<file path="config.mk">
export PLATFORM = sky130hd
export DESIGN_NAME = fifo_stream_reader
export DESIGN_NICKNAME = d
export VERILOG_FILES = /design/src/rtl/fifo_stream_reader.sv
export SDC_FILE = /design/constraint.sdc
export NUM_CORES = 1
export LEC_CHECK = 0
export CAP_MARGIN = 20
export CORE_MARGIN = 8
export CORE_UTILIZATION = 40
export CTS_BUF_LIST = sky130_fd_sc_hd__clkbuf_16
export DETAILED_ROUTE_END_ITERATION = 16
export HOLD_SLACK_MARGIN = 0.03
export PLACE_DENSITY = 0.63
export SLEW_MARGIN = 20
export SYNTH_ARGS = -nofsm -noshare
export SYNTH_HDL_FRONTEND = slang
export SYNTH_SLANG_ARGS = --single-unit
</file>
<file path="constraint.sdc">
create_clock -name clk -period 2.3 [get_ports clk]
set_input_delay 0.23 -clock clk [delete_from_list [all_inputs] [get_ports clk]]
set_output_delay 0.23 -clock clk [all_outputs]
set_load 0.01 [all_outputs]
</file>
<file path="src/rtl/fifo_stream_reader.sv">
// -----------------------------------------------------------------------------
// fifo_stream_reader
//
// Drains a synchronous FIFO that has a one-cycle read latency and re-presents
// its words as a valid/ready stream. A two-entry output buffer plus a one-bit
// "read in flight" flag let the block sustain one word per cycle while m_ready
// stays high, and keep it from overrunning when the consumer stalls.
//
// Optional feature (macro FIFO_RDR_STATS_EN):
//   When defined, a 16-bit word_count port counts every delivered word.
//   The counter wraps from 0xFFFF to 0x0000.
//
// Ports
//   clk          in   single rising-edge clock, shared with the FIFO
//   rst          in   asynchronous active-high reset
//   fifo_empty   in   FIFO empty flag
//   fifo_dout    in   FIFO read data, valid the cycle after an accepted read
//   fifo_rd_en   out  FIFO read request (combinational)
//   m_valid      out  stream word available (registered)
//   m_data       out  stream word, head of the output buffer (registered)
//   m_ready      in   consumer accepts m_data when high with m_valid
//   word_count   out  delivered-word counter (FIFO_RDR_STATS_EN only)
// -----------------------------------------------------------------------------
module fifo_stream_reader #(
    parameter int unsigned DATA_WIDTH = 16
) (
    input  logic                  clk,
    input  logic                  rst,
    input  logic                  fifo_empty,
    input  logic [DATA_WIDTH-1:0] fifo_dout,
    output logic                  fifo_rd_en,
    output logic                  m_valid,
    output logic [DATA_WIDTH-1:0] m_data,
    input  logic                  m_ready
`ifdef FIFO_RDR_STATS_EN
    ,
    output logic [15:0]           word_count
`endif
);

    localparam int unsigned OCC_W   = 2;
    localparam int unsigned LEVEL_W = 3;
    localparam int unsigned CNT_W   = 16;

    // Registered state
    logic [OCC_W-1:0]      r_occ;
    logic                  r_inflight;
    logic                  r_valid;
    logic [DATA_WIDTH-1:0] r_buf0;
    logic [DATA_WIDTH-1:0] r_buf1;

    // Next-state / combinational helpers
    logic                  w_pop;
    logic [OCC_W-1:0]      w_after_pop;
    logic [LEVEL_W-1:0]    w_level;
    logic                  w_rd_en;
    logic [OCC_W-1:0]      w_occ_nxt;
    logic                  w_valid_nxt;
    logic [DATA_WIDTH-1:0] w_buf0_nxt;
    logic [DATA_WIDTH-1:0] w_buf1_nxt;

    // Occupancy bookkeeping and read-request decision
    always_comb begin
        w_pop       = r_valid & m_ready;
        // A pop only happens with r_valid set, i.e. r_occ >= 1, so no underflow.
        w_after_pop = r_occ - OCC_W'(w_pop);
        // Words that will be held once the pop and any in-flight capture land.
        w_level     = LEVEL_W'(r_occ) - LEVEL_W'(w_pop) + LEVEL_W'(r_inflight);
        // Issue a read only if its word is guaranteed a free slot next cycle.
        w_rd_en     = !rst && !fifo_empty && (w_level < LEVEL_W'(2));
        w_occ_nxt   = w_level[OCC_W-1:0];
        w_valid_nxt = (w_occ_nxt != '0);
    end

    // Output buffer update: shift on pop, then capture into first free slot
    always_comb begin
        w_buf0_nxt = r_buf0;
        w_buf1_nxt = r_buf1;
        if (w_pop) begin
            w_buf0_nxt = r_buf1;
        end
        if (r_inflight) begin
            if (w_after_pop == '0) begin
                w_buf0_nxt = fifo_dout;
            end else begin
                w_buf1_nxt = fifo_dout;
            end
        end
    end

    // State registers
    always_ff @(posedge clk or posedge rst) begin
        if (rst) begin
            r_occ      <= '0;
            r_inflight <= 1'b0;
            r_valid    <= 1'b0;
            r_buf0     <= '0;
            r_buf1     <= '0;
        end else begin
            r_occ      <= w_occ_nxt;
            r_inflight <= w_rd_en;
            r_valid    <= w_valid_nxt;
            r_buf0     <= w_buf0_nxt;
            r_buf1     <= w_buf1_nxt;
        end
    end

    assign fifo_rd_en = w_rd_en;
    assign m_valid    = r_valid;
    assign m_data     = r_buf0;

`ifdef FIFO_RDR_STATS_EN
    logic [CNT_W-1:0] r_word_count;

    // Delivered-word counter, wraps naturally at 16 bits
    always_ff @(posedge clk or posedge rst) begin
        if (rst) begin
            r_word_count <= '0;
        end else if (w_pop) begin
            r_word_count <= r_word_count + CNT_W'(1);
        end
    end

    assign word_count = r_word_count;
`endif

endmodule

</file>
## Word level (Yosys, flattened, before mapping)

Cells that the tools add are included.

- Add/sub/neg operators: 3
- Magnitude comparators: 1
- Multiplexer cells: 3
- Bitwise logic cells: 2
- Reductions and logical operators: 7

Operators by type and width:

| cell | number |
|---|---|
| 16-bit 2-to-1 mux | 3 |
| 3-bit by 1-bit adder with 3-bit output | 1 |
| 3-bit by 2-bit < comparator with 1-bit output, second input constant | 1 |
| 2-bit by 1-bit subtractor with 3-bit output | 1 |
| 1-bit logical AND | 2 |
| 1-bit logical NOT | 2 |
| 2-bit logical NOT | 1 |
| 2-bit AND reduction | 1 |
| 2-bit nonzero test | 1 |
| 2-bit by 1-bit subtractor with 2-bit output | 1 |
| 1-bit bitwise AND | 1 |
| 1-bit NOT | 1 |

- Register bits: 36
- Input bits: 20
- Output and inout port bits: 18

## Depth between registers and ports, before layout

- Depth in word-level cells: 5
- Mapped depth: 8
- Gate-level depth less buffers: 7

## Worst setup path after synthesis

OpenSTA, ideal clock, no wires.

- Kind: flip-flop to output port
- Start: register r_valid, in the netlist m_valid
- End: output fifo_rd_en
- Data arrival time: 2,223 ps
- Required time: 2,070 ps
- Setup slack: -153 ps
- Stages on the path, launching flop included: 8
- Buffers on the path: 1
- Cells stage by stage: dfrtp_1 nand2_2 buf_2 or2_2 nand2_1 ha_1 fa_1 nor4_1

- Word-level cells in the longest chain between the ends: 5

RTL lines:

| what | RTL line | text |
|---|---|---|
| start, declared | 48 | `logic r_valid;` |
| start signal, assigned | 102 | `r_valid <= w_valid_nxt;` |
| 1-bit bitwise AND | 64 | `w_pop = r_valid & m_ready;` |
| 2-bit by 1-bit subtractor with 3-bit output | 68 | `w_level = LEVEL_W'(r_occ) - LEVEL_W'(w_pop) + LEVEL_W'(r_inflight);` |
| 3-bit by 1-bit adder with 3-bit output | 68 |  |
| via w_level[1] | 55 | `logic [LEVEL_W-1:0] w_level;` |
| 3-bit by 2-bit < comparator with 1-bit output | 70 | `w_rd_en = !rst && !fifo_empty && (w_level < LEVEL_W'(2));` |
| 1-bit logical AND | 70 |  |
| end, declared | 31 | `output logic fifo_rd_en,` |

The timed path passes the listed nets, and every way through them passes these cells.

## Worst setup path after layout

Ends and elaborated chain as after synthesis.

==> results.md <==
- DR WL/cell: 16.6 um
- Final ANT Viol Nets: 0
- Synth-to-Final Area Change: 44.2%
- I/O Buffers: 37
- Final Net Count: 179
- All-Layer GR Usage: 12.2%
- Setup violators final: 0
- Placed insts: 196
- Achievable frequency: 440 MHz
- Setup WS pre-CTS: -562 ps
- Area of the multi-input gates: 739 sq um
- Iteration count of the initial detailed-routing pass: 3
- First-pass GRT wire length: 5870 um
- Worst Path Required: 2070 ps
- Unrepaired setup endpoints after global routing: true
- Top-area cell type share of the netlist area: 55.0%
- Syn_nets: 125
- Core area: 3970 sq um
- Post-synthesis cell count: 103
- Most frequent cells in the layout: mux2_2 (38), dfrtp_1 (36), clkdlybuf4s50_1 (35), buf_4 (12), mux2_4 (10)
- Clk pin slew, worst setup/hold paths: 50 ps
- CTS Sinks: 36
- Clk_skew: 4.23 ps
- Total I/O pin count: 38
- Diodes inserted: 0
- Clock latency on the worst-skew pair: 280 ps
- Status: finished, final reports clean
- Synthesized area: 1640 sq um
- Vias in the first global route: 1218
- Non-Filler Instances: 208
- Final WL: 3450 um
- Measured slew at the worst slew-check pin: 463 ps
- Initial core utilization: 41.3%
- Worst min path class: primary input to async pin
- Htree depth: 2
- Full die area: 6400 sq um
- Die extent in x: 80.0 um
- Crit share post-route: 98.7%
- DRT iter0 DRCs: 40
- Main combinational cell family by area after synthesis: multiplexers
- PD cells: 1430 nW/um^2
- Largest net degree at the start of global routing: 27
- CTS tree: yes
- YS warnings: 0
- Crit path launch type: flip-flop
- Peak supply drop: 0.000678 V
- Clk buf depth: 2
- Register bit total from synthesis: 36
- Reg2reg setup slack: 330 ps
- Vias per cell: 4.97
- Layout cell share with drive strength beyond 1: 51.3%
- Minimum clock period: 2270 ps
- Ranking of synthesized cells by area: dfrtp_1 (55%), mux2_2 (26%), mux2_4 (9.2%), buf_12 (1.2%), fa_1 (1.2%)
- Lkg Pwr: 0.00106 uW
- Adder-Cell Fraction of Synth Area: 1.98%
- # fillers: 310
- Hold-fix buffers, CTS: 0
- Synth Area in XOR/XNOR: 0.534%
- Overflow after GRT: 0
- Distinct cells, synth: 18
- Rel. slew slack: 69.1%
- Syn Area/Cell: 15.9 sq um
- Final WS setup: 28.8 ps
- Post-synth top area cell: dfrtp_1
- Commonest non-fill, non-tap cell in the layout: mux2_2
- Worst-path fanout max: 3
- Post-synthesis sequential area ratio: 55.0%
- Post-synthesis compound-gate area fraction: 1.15%
- Number of cell rows: 23
- RD Place Congestion: 0.719
- DP HPWL: 2460 um
- Root buffer cell: clkbuf_16
- Multiplexer share of the synthesized area: 35.3%
- Num CTS Buffers: 5
- Antenna violations before repair: 0
- Hold Vio Cnt, Final: 0
- Vias after detailed routing: 1034
- Final Max Slew Viols: 0
- Capturing element type of the critical path: output pin
- Setup CP Type: flip-flop to output pin
- DRC: 0
- Critical Path AT: 2040 ps
- Synth Area in Simple Gates: 3.13%
- Height of the chip: 80.0 um
- MaxCap Viol Count: 0
- Register Area: 901 sq um
[registers in the layout (all words and copies together), names as in the netlist]
| register | count |
|---|---|
| r_inflight | 1 |
| m_valid | 1 |
| r_occ | 2 |
| m_data | 16 |
| r_buf1 | 16 |
[synthesized netlist by cell type]
| master | count |
|---|---|
| ha_1 | 1 |
| a21bo_1 | 1 |
| nor4_1 | 1 |
| nand3_2 | 1 |
| fa_1 | 1 |
| nand4b_1 | 1 |
| nand2_1 | 2 |
| buf_12 | 1 |
| nand2_2 | 1 |
| or2_2 | 2 |
| mux2_2 | 38 |
| buf_2 | 2 |
| mux2_4 | 10 |
| a211o_1 | 1 |
| buf_6 | 1 |
| inv_1 | 2 |
| xnor2_1 | 1 |
| dfrtp_1 | 36 |
[power breakdown]
group / switching, uW / internal [uW]
Sequential: 172 / 957
Clock: 248 / 508
Combinational: 518 / 981
[logic make-up after synthesis]
family,count (synthesis)
compound gates,2
fa+ha+maj,2
mux,48
flops,36
simple gates,8
buf+inv,6
xor+xnor,1
[worst paths after layout]
kind / from / to / cells after the start
worst max register to register: m_valid$_DFF_PP0_ / r_inflight$_DFF_PP0_ / 9
max in group asynchronous: rst / m_data[4]$_DFF_PP0_ / 3
min in group clk: r_buf1[6]$_DFFE_PP0P_ / r_buf1[6]$_DFFE_PP0P_ / 1
worst max-delay path: m_valid$_DFF_PP0_ / fifo_rd_en / 7
worst min-delay path: rst / m_data[9]$_DFF_PP0_ / 2
worst min register to register: r_buf1[6]$_DFFE_PP0P_ / r_buf1[6]$_DFFE_PP0P_ / 1
[per-layer routing]
metal  up-vias  wire length (um)  track usage, %  share of wire, %
met1       523              1270            11.8                37
met2        32              1800            20.8                52
met3         5               331            6.87               9.6
met4         0                52            4.91               1.5
li1        474                 -               -                 -
met5         -                 0               0                 0
[worst max-delay path, cell delays in order, from the launching register on]
cell and delay, ps:
dfrtp_1 360, nand2_2 80, or2_4 250, nand2_4 80
ha_4 120, fa_2 460, nor4_4 240, buf_2 170
[area by class of cell]
cell class	instances	area share, %
Multi-Input combinational cell	61	31.3
Clock inverter	3	1.80
Clock buffer	5	5.29
Timing Repair Buffer	51	20.5
Inverter	2	0.318
Sequential cell	36	38.1
Tap cell	50	2.65
[through the flow]
stage / power, uW / instance area [sq um] / setup TNS [ps] / hold WS (ps) / util, %
2_1_floorplan: 1970 / 1650 / 0 / 312 / -
3_3_place_gp: 2440 / 2130 / -494 / 483 / 53.7
3_5_place_dp: 2530 / 2130 / -562 / 491 / 53.7
4_1_cts: 3420 / 2360 / 0 / 369 / 59.4
5_1_grt: 3600 / 2360 / -69.6 / 392 / 59.5
6_report: 3380 / 2360 / 0 / 358 / 59.5
[timing repair]
item | in CTS | in global routing
resized for setup | 13 | 1
setup endpoints to repair | 1 | 1
buffers inserted | 4 | 0
pin swaps | 5 | 3
hold endpoints to repair | 0 | 0
No activity file was read; power rests on OpenSTA's default activity.
